--- src/rtl/c_skid_pkg.sv ---
// Shared definitions for the two-entry skid register stage.
// The state encoding doubles as the occupancy count.
package c_skid_pkg;

  typedef enum logic [1:0] {
    EMPTY = 2'd0,
    ONE   = 2'd1,
    TWO   = 2'd2
  } skid_state_e;

  function automatic logic holds_main(input skid_state_e s);
    return (s != EMPTY);
  endfunction

  function automatic logic holds_skid(input skid_state_e s);
    return (s == TWO);
  endfunction

endpackage

--- src/rtl/c_skid_reg_if.sv ---
// Handshake bundle for c_skid_reg: producer side, consumer side, stage controls and occupancy.
// Handshake rule: a beat moves on a side exactly when valid and ready are both 1 at a rising clk edge.
interface c_skid_reg_if #(
  parameter int width = 32
);
  logic             active;
  logic             flush;
  logic             in_valid;
  logic             in_ready;
  logic [width-1:0] in_data;
  logic             out_valid;
  logic             out_ready;
  logic [width-1:0] out_data;
  logic [1:0]       occupancy;

  modport slave (
    input  active, flush, in_valid, in_data, out_ready,
    output in_ready, out_valid, out_data, occupancy
  );

  modport master (
    output active, flush, in_valid, in_data, out_ready,
    input  in_ready, out_valid, out_data, occupancy
  );
endinterface

--- src/rtl/c_dff.sv ---
// Enabled data register with synchronous active-high reset to a fixed value.
module c_dff #(
  parameter int               width       = 32,
  parameter logic [width-1:0] reset_value = '0
) (
  input  logic             clk,
  input  logic             reset,
  input  logic             enable,
  input  logic [width-1:0] d,
  output logic [width-1:0] q
);

  always_ff @(posedge clk) begin
    if (reset) begin
      q <= reset_value;
    end else if (enable) begin
      q <= d;
    end
  end

endmodule

--- src/rtl/c_skid_reg.sv ---
// Two-entry elastic register stage: full throughput with a registered in_ready,
// so consumer backpressure never reaches the producer combinationally.
module c_skid_reg
  import c_skid_pkg::*;
#(
  parameter int               width       = 32,
  parameter logic [width-1:0] reset_value = '0
) (
  input  logic          clk,
  input  logic          reset,
  c_skid_reg_if.slave   bus
);

  skid_state_e      state_q, state_d;
  logic             in_ready_q, in_ready_d;
  logic             main_v, skid_v;
  logic             push, pop;
  logic             main_en, skid_en, main_from_skid;
  logic [width-1:0] main_d, main_q, skid_q;

  assign main_v = holds_main(state_q);
  assign skid_v = holds_skid(state_q);

  assign bus.in_ready  = in_ready_q & bus.active & ~bus.flush;
  assign bus.out_valid = main_v & bus.active;
  assign bus.out_data  = main_v ? main_q : reset_value;
  assign bus.occupancy = state_q;

  assign push = bus.in_valid & bus.in_ready;
  assign pop  = bus.out_valid & bus.out_ready;

  always_ff @(posedge clk) begin
    if (reset) begin
      state_q    <= EMPTY;
      in_ready_q <= 1'b1;
    end else begin
      state_q    <= state_d;
      in_ready_q <= in_ready_d;
    end
  end

  // While inactive nothing moves; flush wins over any same-cycle pop.
  always_comb begin
    state_d        = state_q;
    in_ready_d     = in_ready_q;
    main_en        = 1'b0;
    skid_en        = 1'b0;
    main_from_skid = 1'b0;
    if (bus.active) begin
      if (bus.flush) begin
        state_d = EMPTY;
      end else begin
        case (state_q)
          EMPTY: begin
            if (push) begin
              state_d = ONE;
              main_en = 1'b1;
            end
          end
          ONE: begin
            if (push && pop) begin
              main_en = 1'b1;
            end else if (push) begin
              state_d = TWO;
              skid_en = 1'b1;
            end else if (pop) begin
              state_d = EMPTY;
            end
          end
          TWO: begin
            if (pop) begin
              state_d        = ONE;
              main_en        = 1'b1;
              main_from_skid = 1'b1;
            end
          end
          default: state_d = EMPTY;
        endcase
      end
      in_ready_d = (state_d != TWO);
    end
  end

  assign main_d = main_from_skid ? skid_q : bus.in_data;

  c_dff #(.width(width), .reset_value(reset_value)) u_main (
    .clk    (clk),
    .reset  (reset),
    .enable (main_en),
    .d      (main_d),
    .q      (main_q)
  );

  c_dff #(.width(width), .reset_value(reset_value)) u_skid (
    .clk    (clk),
    .reset  (reset),
    .enable (skid_en),
    .d      (bus.in_data),
    .q      (skid_q)
  );

  a_no_push_in_two : assert property (@(posedge clk) disable iff (reset)
    !(push && state_q == TWO));
  a_occupancy : assert property (@(posedge clk) disable iff (reset)
    bus.occupancy == ({1'b0, main_v} + {1'b0, skid_v}));
  a_skid_implies_main : assert property (@(posedge clk) disable iff (reset)
    !skid_v || main_v);

endmodule

--- src/flat_wrapper.sv ---
// flat-port wrapper written by rule: the top's interface ports become plain ports
module c_skid_reg_flat import c_skid_pkg::*;
#(
  parameter int               width       = 32,
  parameter logic [width-1:0] reset_value = '0
)
  (clk, reset, bus_active, bus_flush, bus_in_valid, bus_in_data, bus_out_ready, bus_in_ready, bus_out_valid, bus_out_data, bus_occupancy);
  c_skid_reg_if #(.width(width)) bus_i ();
  input  logic clk;
  input  logic reset;
  input wire logic [$bits(bus_i.active)-1:0] bus_active;
  input wire logic [$bits(bus_i.flush)-1:0] bus_flush;
  input wire logic [$bits(bus_i.in_valid)-1:0] bus_in_valid;
  input wire logic [$bits(bus_i.in_data)-1:0] bus_in_data;
  input wire logic [$bits(bus_i.out_ready)-1:0] bus_out_ready;
  output wire logic [$bits(bus_i.in_ready)-1:0] bus_in_ready;
  output wire logic [$bits(bus_i.out_valid)-1:0] bus_out_valid;
  output wire logic [$bits(bus_i.out_data)-1:0] bus_out_data;
  output wire logic [$bits(bus_i.occupancy)-1:0] bus_occupancy;
  assign bus_i.active = bus_active;
  assign bus_i.flush = bus_flush;
  assign bus_i.in_valid = bus_in_valid;
  assign bus_i.in_data = bus_in_data;
  assign bus_i.out_ready = bus_out_ready;
  assign bus_in_ready = bus_i.in_ready;
  assign bus_out_valid = bus_i.out_valid;
  assign bus_out_data = bus_i.out_data;
  assign bus_occupancy = bus_i.occupancy;
  c_skid_reg #(.width(width), .reset_value(reset_value)) u_core (.clk(clk), .reset(reset), .bus(bus_i));
endmodule
--- config.mk ---
export PLATFORM = sky130hd
export DESIGN_NAME = c_skid_reg_flat
export DESIGN_NICKNAME = d
export VERILOG_FILES = /design/src/rtl/c_skid_pkg.sv /design/src/rtl/c_skid_reg_if.sv /design/src/rtl/c_dff.sv /design/src/rtl/c_skid_reg.sv /design/src/flat_wrapper.sv
export SDC_FILE = /design/constraint.sdc
export NUM_CORES = 1
export LEC_CHECK = 0
export ABC_AREA = 0
export BUFFER_PORTS_ARGS = -buffer_cell sky130_fd_sc_hd__buf_2
export CORE_UTILIZATION = 30
export CTS_CLUSTER_SIZE = 20
export DETAILED_ROUTE_END_ITERATION = 8
export PLACE_DENSITY = 0.55
export RECOVER_POWER = 50
export SYNTH_ARGS = -nofsm -noshare
export SYNTH_HDL_FRONTEND = slang
export SYNTH_SLANG_ARGS = --single-unit
--- constraint.sdc ---
create_clock -name clk -period 1.5 [get_ports clk]
set_input_delay 0.15 -clock clk [delete_from_list [all_inputs] [get_ports clk]]
set_output_delay 0.15 -clock clk [all_outputs]
set_load 0.01 [all_outputs]
==> qor.yml, run 1 <==
clock_tree:
  cts_buffers: 9
  cts-root-buf: "clkbuf_8"
  clockBufferDepth: 2
  cts_hold_buf: 0
  clock_sinks: 67
  clk_pin_slew_ns: 0.07
  htreeDepth: 3
  clock_insertion_delay_worst_skew_ns: 0.34
  cts_tree: "yes"
placed_design:
  finalWeightedCongestion: 0.806
  placement.io_buffers: 73
  post-dp-hpwl_um: 4430
die:
  core_um2: 8850
  io_pins: 74
  start_util: 0.313
  num_rows: 34
  dieHeight_um: 98.2
  die_w_um: 98.2
  die_area_um2: 9640
sta:
  tightest_slew_ns: 0.593
  relSlewSlack: 0.604
  fin_worst_skew_ns: 0.00258
  fin_ws_ns: -0.0821
  slew_violations: 0
  finalSetupViolCount: 67
  max_freq_ghz: 0.632
  timing.final.crit_share: 1.05
  hold-worst-slack_ns: 0.0595
  final.setup.tns_ns: -2.74
  hold_viol_final: 0
  fin_crit_ns: 1.58
  rsz0062_at_grt: "yes"
setup_path:
  r2r_end: "u_core.u_main.q[30]$_SDFFE_PP0P_"
  rr_startpoint: "u_core.bus.occupancy[0]$_SDFFE_PP0P_"
  reg2reg_slack_ns: -0.07
  cp.arrival_ns: 1.43
  cp_max_fo: 7
  worstSetupEndpointType: "output port"
  rr_worst_depth: 8
  worstPathRequired_ns: 1.35
  crit_type: "register to output port"
  start_kind: "register"
global_route:
  grt_pass1_vias: 2334
  grt_antenna_before_repair: 0
  grt_pass1_wl_um: 12000
  grt-ovfl-total: 0
  grt_usage: 0.159
  grt_max_degree: 33
logic_synthesis:
  ys_seq_area_frac: 0.484
  syn-cell-area_um2: 2770
  syn_inst: 308
  synth_warnings: 0
  synth_nets: 346
  postSynthAreaPerCell_um2: 9.01
  synth_cell_types: 26
  ys_ff_latch: 67
power_and_ir_drop:
  irDropWorstVdd_mv: 0.591
  p_per_area_nw_per_um2: 873
  total_power_mw: 3.48
  p_leak_nw: 1.84
routing:
  drc: 0
  wire_per_inst_um: 15.5
  antenna_left: 0
  dr_total_vias: 2550
  drt_first_pass_iters: 6
  drt-total-wl_um: 8030
  first_iter_violations: 105
  avgViaCountPerCell: 4.91
min_path:
  hold_path_class: "primary input to register"
  min_path_cells: 3
  min-delay-start: "bus_in_data[22]"
  hold_end: "u_core.u_skid.q[22]$_SDFFE_PP0P_"
run_status:
  status: "finished with violations"
  violations: "setup timing"
cells_and_area:
  n_antenna_cell: 0
  area_growth_pct: 43.7
  drive_gt1_frac: 0.382
  nets: 444
flow_run:
  cap_violations: 0
-- worst max-delay path by stage --
stage	from	endpoint	cells past startpoint
global route	u_core.bus.occupancy[1]$_SDFFE_PP0P_	u_core.u_main.q[4]$_SDFFE_PP0P_	7
global placement	u_core.bus.occupancy[0]$_SDFFE_PP0P_	u_core.u_main.q[21]$_SDFFE_PP0P_	4
finish	u_core.bus.occupancy[0]$_SDFFE_PP0P_	bus_out_data[2]	6
detailed placement	u_core.bus.occupancy[0]$_SDFFE_PP0P_	u_core.u_main.q[17]$_SDFFE_PP0P_	4
floorplan	u_core.bus.occupancy[1]$_SDFFE_PP0P_	u_core.u_skid.q[10]$_SDFFE_PP0P_	6
CTS	u_core.bus.occupancy[1]$_SDFFE_PP0P_	bus_out_data[1]	6
-- what timing repair did --
action,4_1_cts,5_1_grt
setup buffers,4,5
pin swaps,27,21
resized for setup,14,42
endpoints found under the setup margin,94,99
hold endpoints to repair,0,0
gates cloned,2,4
-- power by group --
group / internal, mW / switching (mW)
Combinational: 0.167 / 0.176
Sequential: 1.81 / 0.0157
Clock: 0.593 / 0.714
Total: 2.57 / 0.905
-- worst max-delay path, cell delays in order (launching register included) --
cell and delay [ns]:
dfxtp_2 0.33, buf_6 0.12, nor2_4 0.17, buf_12 0.15, buf_12 0.14, nor2b_2 0.05
buf_2 0.13
-- synth_stat cells --
cell,count,area [um2]
a2111oi_0,1,8.76
a211o_1,1,8.76
a21o_1,33,248
a21oi_1,33,165
a22o_1,32,280
a32o_1,1,10.0
and2_1,1,6.26
buf_2,12,60.1
buf_6,3,33.8
clkbuf_1,8,30.0
dfxtp_1,67,1340
inv_1,1,3.75
nand2_1,64,240
nand2b_1,1,6.26
nand2b_2,1,8.76
nand3b_1,2,15.0
nand4b_1,1,8.76
nor2_1,4,15.0
nor2b_1,34,213
nor2b_2,1,8.76
nor3_1,1,5.00
nor3_2,2,20.0
nor4_4,1,21.3
o21ai_0,1,5.00
o21ai_1,1,5.00
or3_1,1,6.26
-- state kept, by name, summed over array words and instances, names as in the netlist --
name                  cells
u_core.in_ready_q         1
u_core.u_main.q          32
u_core.bus.occupancy      2
u_core.u_skid.q          32
-- stage by stage --
step | utilization | instances | instance area [um2] | worst slack (ns)
final | 0.450 | 519 | 3990 | -0.0821
after global routing | 0.450 | 519 | 3990 | -0.135
after CTS | 0.416 | 511 | 3680 | -0.0778
after detailed placement | 0.381 | 489 | 3370 | -0.193
after global placement | 0.381 | 489 | 3370 | -0.169
after floorplan | - | 308 | 2770 | 0.0557
-- cells in the final DEF (no fill, tap or decap) --
cell type   synthesis  final
nand2b_2            1      1
buf_4               0     13
clkinv_2            0      4
nor3_1              1      1
nor2b_1            34     27
a22o_1             32     32
nor4_4              1      1
a211o_1             1      1
a32o_1              1      1
a21oi_1            33     21
buf_8               0      3
nor2_1              4      3
inv_6               0      1
a21oi_2             0     11
a2111oi_4           0      1
and2_1              1      1
nor2_4              0      1
nand2_2             0      1
nand2b_1            1      1
inv_1               1      1
dfxtp_1            67     65
clkbuf_8            0      9
clkinvlp_4          0      2
a21oi_4             0      2
nand2_1            64     63
buf_2              12     68
buf_12              0      7
a21o_1             33     33
nor2b_2             1      2
clkbuf_16           0      3
nand3b_1            2      2
or3_4               0      1
dfxtp_2             0      2
o21ai_2             0      1
nand4b_1            1      1
nor3_4              0      2
clkbuf_4            0      1
nor2b_4             0      6
buf_6               3     14
o21ai_0             1      1
-- metal layers --
metal / track usage / up-vias / wire length (um) / share of wire
li1: - / 1263 / - / -
met1: 0.202 / 1215 / 3790 / 0.47
met2: 0.262 / 67 / 3830 / 0.48
met3: 0.0451 / 5 / 362 / 0.045
met4: 0.0482 / 0 / 50 / 0.0062
met5: 0 / - / 0 / 0
-- final cells by class --
cell class / count / area, um2
Clock buffer: 9 / 124
Clock inverter: 7 / 43.8
Fill cell: 901 / 4860
Inverter: 1 / 3.75
Multi-Input combinational cell: 218 / 1470
Sequential cell: 67 / 1340
Tap cell: 108 / 135
Timing Repair Buffer: 109 / 863
-- logic make-up after synthesis --
group / count (synthesis) / share of synthesized area
AND/OR/NAND/NOR: 114 / 0.207
flip-flops: 67 / 0.484
buffers and inverters: 24 / 0.0460
AO/OA/AOI/OAI: 103 / 0.263
Note: power is estimated with default switching activity, not from simulation.
==> run 2, diff against run 1 <==
CORE_ASPECT_RATIO = 0.5   (was unset)
CTS_BUF_LIST = sky130_fd_sc_hd__clkbuf_4 sky130_fd_sc_hd__clkbuf_8 sky130_fd_sc_hd__clkbuf_16   (was unset)
==> run 2 against run 1 <==
  * The run still ends with setup timing left
  * Largest power group is now the clock network
  * Clock skew grew 0.0043 ns
  * Clock power increased by 68%
  * Design area grew 1.4%
  * Core utilization rose by 0.73 points
  * Sequential power about the same
  * Via count decreased by 2.0%
  * Flip-flop and latch count did not move
  * Combinational power is 11% lower
  * Total power rose by 25%
  * First-iteration DRC count down 18%
==> qor.yml, run 2 (synthesis gave the netlist of run 1 again) <==
global_route:
  grt_max_degree: 33  # unchanged
  grt_pass1_wl_um: 11500  # -3.9%
  grt-ovfl-total: 0  # unchanged
  grt_pass1_vias: 2273  # -2.6%
  grt_antenna_before_repair: 0  # unchanged
  grt_usage: 0.162  # +0.00288
clock_tree:
  clk_pin_slew_ns: 0.06  # about the same
  htreeDepth: 3  # unchanged
  clockBufferDepth: 2  # unchanged
  cts-root-buf: "clkbuf_16"
  clock_sinks: 67  # unchanged
  clock_insertion_delay_worst_skew_ns: 0.33  # about the same
  cts_buffers: 9  # unchanged
  cts_tree: "yes"
  cts_hold_buf: 0  # unchanged
sta:
  rsz0062_at_grt: "yes"
  fin_crit_ns: 1.53  # -0.0553 ns
  slew_violations: 0  # unchanged
  fin_ws_ns: -0.0268  # +0.0553 ns
  relSlewSlack: 0.657  # +0.0531
  fin_worst_skew_ns: 0.00686  # +0.00428 ns
  hold_viol_final: 0  # unchanged
  max_freq_ghz: 0.655  # +3.6%
  hold-worst-slack_ns: 0.0695  # +0.00999 ns
  tightest_slew_ns: 0.514  # -0.0795 ns
  timing.final.crit_share: 1.02  # -0.0369
  finalSetupViolCount: 22  # -67%
placed_design:
  dpl_cell_area_um2: 3390  # +0.48%
  placement.io_buffers: 73  # unchanged
  post-dp-hpwl_um: 4400  # -0.61%
  dp_cells: 497  # +1.6%
  finalWeightedCongestion: 0.760  # -5.8%
routing:
  first_iter_violations: 86  # -18%
  dr_total_vias: 2500  # -2.0%
  drc: 0  # unchanged
  wire_per_inst_um: 14.8  # -4.5%
  drt-total-wl_um: 7760  # -3.4%
  antenna_left: 0  # unchanged
  drt_first_pass_iters: 4  # -2
  avgViaCountPerCell: 4.76  # -3.1%
power_and_ir_drop:
  clkPwrFrac: 0.507  # +0.131
  p_per_area_nw_per_um2: 1070  # +23%
  p_int_mw: 3.43  # +33%
  p_leak_nw: 1.91  # +3.9%
  netSwitchingFraction: 0.211  # -0.0495
  seq_power_share: 0.422  # -0.104
  p_sw_mw: 0.915  # +1.1%
  power_frac_comb: 0.071  # -0.028
  irDropWorstVdd_mv: 0.580  # -1.8%
cells_and_area:
  nets: 441  # -0.68%
  layout_commonest_cell: "buf_2"
  layout_common_cells: "72 x buf_2, 65 x dfxtp_1, 52 x nand2_1"
  final_util: 0.458  # +0.00726
  n_antenna_cell: 0  # unchanged
  area_growth_pct: 45.6
  finalInstanceArea_um2: 4040  # +1.4%
  stdcell_count: 525  # +1.2%
  drive_gt1_frac: 0.385  # +0.00281
run_status:
  violations: "setup timing"
  status: "finished with violations"
die:
  core_um2: 8830  # -0.23%
  start_util: 0.314  # +0.000711
  die_area_um2: 9660  # +0.24%
  die_w_um: 138  # +41%
  dieHeight_um: 70.0  # -29%
  io_pins: 74  # unchanged
  num_rows: 24  # -29%
setup_path:
  crit_type: "register to register"
  cp.arrival_ns: 1.78  # +0.35 ns
  worstSetupEndpointType: "register"
  worstPathRequired_ns: 1.76  # +0.41 ns
  start_kind: "register"
  cp_max_fo: 8  # +1
flow_run:
  cap_violations: 0  # unchanged
min_path:
  hold_path_class: "primary input to register"
==> run 2: worst paths after layout <==
| path | depth (start not counted) | endpoint | slack [ns] | start |
|---|---|---|---|---|
| setup / recovery | 8 | u_core.u_skid.q[22]$_SDFFE_PP0P_ | -0.03 | u_core.bus.occupancy[1]$_SDFFE_PP0P_ |
| hold / removal | 3 | u_core.u_skid.q[28]$_SDFFE_PP0P_ | 0.07 | bus_in_data[28] |
| setup reg to reg | 8 | u_core.u_skid.q[22]$_SDFFE_PP0P_ | -0.03 | u_core.bus.occupancy[1]$_SDFFE_PP0P_ |
| hold reg to reg | 1 | u_core.u_main.q[5]$_SDFFE_PP0P_ | 0.44 | u_core.u_main.q[5]$_SDFFE_PP0P_ |
==> run 2: per-stage QoR <==
| stage | setup WS (ns) | power, mW | setup TNS (ns) |
|---|---|---|---|
| 6_report | -0.0268 | 4.34 | -0.243 |
| 5_1_grt | -0.110 | 4.51 | -4.37 |
| 4_1_cts | -0.0114 | 4.37 | -0.0857 |
| 3_5_place_dp | -0.236 | 2.12 | -7.64 |
| 3_3_place_gp | -0.190 | 2.12 | -6.03 |
| 2_1_floorplan | 0.0557 | 1.99 | 0 |
==> run 2: repair_timing <==
| item | in CTS | in global routing |
|---|---|---|
| setup buffers | 2 | 3 |
| resized for setup | 14 | 40 |
| pin swaps | 1 | 6 |
| cloned | 3 | 4 |
| endpoints found under the setup margin | 97 | 96 |
==> run 2: area by class of cell <==
| type | count | area (um2) |
|---|---|---|
| tap | 117 | 146 |
| timing repair buffer | 106 | 761 |
| multi-input combinational | 218 | 1460 |
| inverter | 1 | 3.75 |
| sequential | 67 | 1340 |
| clock buffer | 13 | 280 |
| fill | 868 | 4790 |
| clock inverter | 3 | 43.8 |
==> run 2: metal layers <==
metal,wire [um],share of wire,vias up,global-route usage
met3,369,0.048,7,0.0465
met4,71,0.0092,0,0.0616
met5,0,0,-,0
met1,3800,0.49,1177,0.207
met2,3510,0.45,52,0.257
li1,-,-,1264,-
==> run 2: critical path, stage by stage, from the launching register on <==
cell	delay, ns
dfxtp_2	0.33
buf_6	0.13
nand4b_1	0.21
buf_4	0.18
nor3_4	0.11
buf_6	0.15
clkbuf_16	0.18
nand2_2	0.06
a21oi_1	0.11
==> run 2: power groups by stage <==
stage | clock network [mW] | logic [mW] | registers (mW)
global placement | 0 | 0.253 | 1.87
CTS | 2.25 | 0.284 | 1.83
finish | 2.20 | 0.306 | 1.83
detailed placement | 0 | 0.255 | 1.87
global route | 2.34 | 0.331 | 1.84
floorplan | 0 | 0.122 | 1.87
==> run 3, diff against run 2 <==
BUFFER_PORTS_ARGS = unset   (was -buffer_cell sky130_fd_sc_hd__buf_2)
CTS_BUF_LIST = unset   (was sky130_fd_sc_hd__clkbuf_4 sky130_fd_sc_hd__clkbuf_8 sky130_fd_sc_hd__clkbuf_16)
DONT_BUFFER_PORTS = 1   (was unset)
PLACE_DENSITY = unset   (was 0.55)
==> run 3 against run 2 <==
  * The run still ends with setup timing left
  * Design area is 3.3% lower
  * Global-route usage is 0.37 points lower
  * Fmax is 0.70% higher
  * Clock-buffer cell count is 2 lower
  * Clock skew is 0.0038 ns lower
  * Non-clock buffer count is 44 lower
  * Die area stayed put
  * Clock power is 8% lower
  * Via count is 3.0% lower
  * Worst setup slack better by 0.011 ns
  * Flip-flop and latch count stayed put
  * Critical path depth is 2 lower
==> qor.yml, run 3 (synthesis gave the netlist of run 1 again) <==
die:
  core_um2: 8830  # unchanged
  num_rows: 24  # unchanged
  io_pins: 74  # unchanged
  start_util: 0.314  # unchanged
  dieHeight_um: 70.0  # unchanged
  die_w_um: 138  # unchanged
  die_area_um2: 9660  # unchanged
clock_tree:
  htreeDepth: 3  # unchanged
  clk_pin_slew_ns: 0.05  # about the same
  cts-root-buf: "clkbuf_16"
  cts_buffers: 9  # unchanged
  clock_sinks: 67  # unchanged
  cts_tree: "yes"
  clockBufferDepth: 2  # unchanged
  clock_insertion_delay_worst_skew_ns: 0.32  # about the same
routing:
  drt-total-wl_um: 7960  # +2.7%
  drc: 0  # unchanged
  antenna_left: 0  # unchanged
  dr_total_vias: 2426  # -3.0%
  drt_first_pass_iters: 4  # unchanged
  first_iter_violations: 185  # +120%
  wire_per_inst_um: 16.5  # +12%
  avgViaCountPerCell: 5.03  # +5.7%
cells_and_area:
  seqCellArea_um2: 1340  # unchanged
  multiInputGateArea_um2: 1420  # -3.0%
  fillers: 853  # -1.7%
  drive_gt1_frac: 0.184  # -0.201
  nets: 398  # -9.8%
  n_antenna_cell: 0  # unchanged
  area_growth_pct: 40.9
  layout_common_cells: "65 x dfxtp_1, 64 x nand2_1, 33 x a21o_1, 33 x dlygate4sd3_1, 32 x a22o_1"
  layout_commonest_cell: "dfxtp_1"
global_route:
  grt_use_met2: 0.261  # +0.00333
  use_met3: 0.0697  # +0.0232
  busiest_layer: "met2"
  grt_usage: 0.158  # -0.00372
  grt-ovfl-total: 0  # unchanged
  grt_max_degree: 42  # +27%
  grt_pass1_wl_um: 11400  # -1.1%
  met1_usage: 0.181  # -0.0260
  grt_antenna_before_repair: 0  # unchanged
  grt_pass1_vias: 2187  # -3.8%
sta:
  slew_violations: 0  # unchanged
  fin_ws_ns: -0.0161  # +0.0107 ns
  timing.final.crit_share: 1.01  # -0.00712
  fin_worst_skew_ns: 0.00310  # -0.00376 ns
  rsz0062_at_grt: "yes"
  relSlewSlack: 0.649  # -0.00748
  max_freq_ghz: 0.660  # +0.70%
  hold-worst-slack_ns: 0.0194  # -0.0501 ns
  fin_crit_ns: 1.52  # -0.0107 ns
  tightest_slew_ns: 0.525  # +0.0113 ns
  hold_viol_final: 0  # unchanged
  finalSetupViolCount: 34  # +55%
setup_path:
  crit_type: "register to register"
  worstPathRequired_ns: 1.71  # -0.05 ns
  cp.arrival_ns: 1.73  # -0.05 ns
  worstSetupEndpointType: "register"
  cp_max_fo: 32  # +24
  rr_startpoint: "u_core.bus.occupancy[1]$_SDFFE_PP0P_"
  critPathLaunch: "u_core.bus.occupancy[1]$_SDFFE_PP0P_"
  start_kind: "register"
placed_design:
  place_ws_ns: -0.291  # -0.0546 ns
  post-dp-hpwl_um: 4320  # -1.7%
  finalWeightedCongestion: 0.718  # -5.5%
  placement.io_buffers: 0  # -100%
run_status:
  status: "finished with violations"
  violations: "setup timing"
power_and_ir_drop:
  p_leak_nw: 1.64  # -14%
  p_per_area_nw_per_um2: 1070  # -0.79%
  irDropWorstVdd_mv: 0.633  # +9.2%
min_path:
  min-delay-start: "reset"
  hold_path_class: "primary input to register"
flow_run:
  cap_violations: 0  # unchanged
==> run 3: stage by stage <==
stage / setup TNS (ns) / cell area, um2 / utilization / instances / power (mW)
after global placement: -6.11 / 2970 / 0.336 / 414 / 2.01
after CTS: -0.932 / 3510 / 0.398 / 448 / 4.10
final: -0.244 / 3910 / 0.443 / 482 / 4.17
after global routing: -4.22 / 3910 / 0.443 / 482 / 4.31
after floorplan: 0 / 2770 / - / 308 / 1.99
after detailed placement: -8.90 / 2970 / 0.336 / 414 / 2.01
==> run 3: routing by layer <==
layer  wire [um]  share of wire
met5           0              0
met4          85          0.011
met3         580          0.073
met2        3800           0.48
met1        3500           0.44
==> run 3: critical path, cell delays in order (launching register included) <==
cell and delay [ns]:
dfxtp_2 0.32, buf_6 0.14, nand4b_1 0.21, or3_1 0.38
buf_12 0.19, nand2_1 0.10, a21oi_2 0.06
==> run 3: repair_timing <==
| item | in CTS | in global routing |
|---|---|---|
| hold endpoints to repair | 33 | 32 |
| pin swaps | 6 | 18 |
| setup endpoints to repair | 70 | 71 |
| gates resized for setup | 14 | 17 |
| gates cloned | 3 | 2 |
| setup buffers | 14 | 1 |
| hold buffers | 1 | 33 |
==> run 3: final cells by class <==
class / count / area share
Multi-Input combinational cell: 219 / 0.363
Sequential cell: 67 / 0.344
Timing Repair Buffer: 62 / 0.182
Clock buffer: 11 / 0.0595
Tap cell: 117 / 0.0375
Clock inverter: 5 / 0.0138
Inverter: 1 / 0.000960
==> run 3: power by group <==
group	leakage, nW	internal (mW)	switching (mW)
sequential	0.543	1.82	0.0153
combinational	0.949	0.176	0.134
clock	0.143	1.28	0.745
total	1.64	3.27	0.895
==> run 3: final timing paths <==
check / depth (start not counted) / slack [ns] / end
setup reg to reg: 6 / -0.02 / u_core.u_skid.q[24]$_SDFFE_PP0P_
hold / removal: 2 / 0.02 / u_core.in_ready_q$_SDFFE_PP1P_
hold reg to reg: 1 / 0.44 / u_core.u_main.q[9]$_SDFFE_PP0P_
setup / recovery: 6 / -0.02 / u_core.u_skid.q[24]$_SDFFE_PP0P_
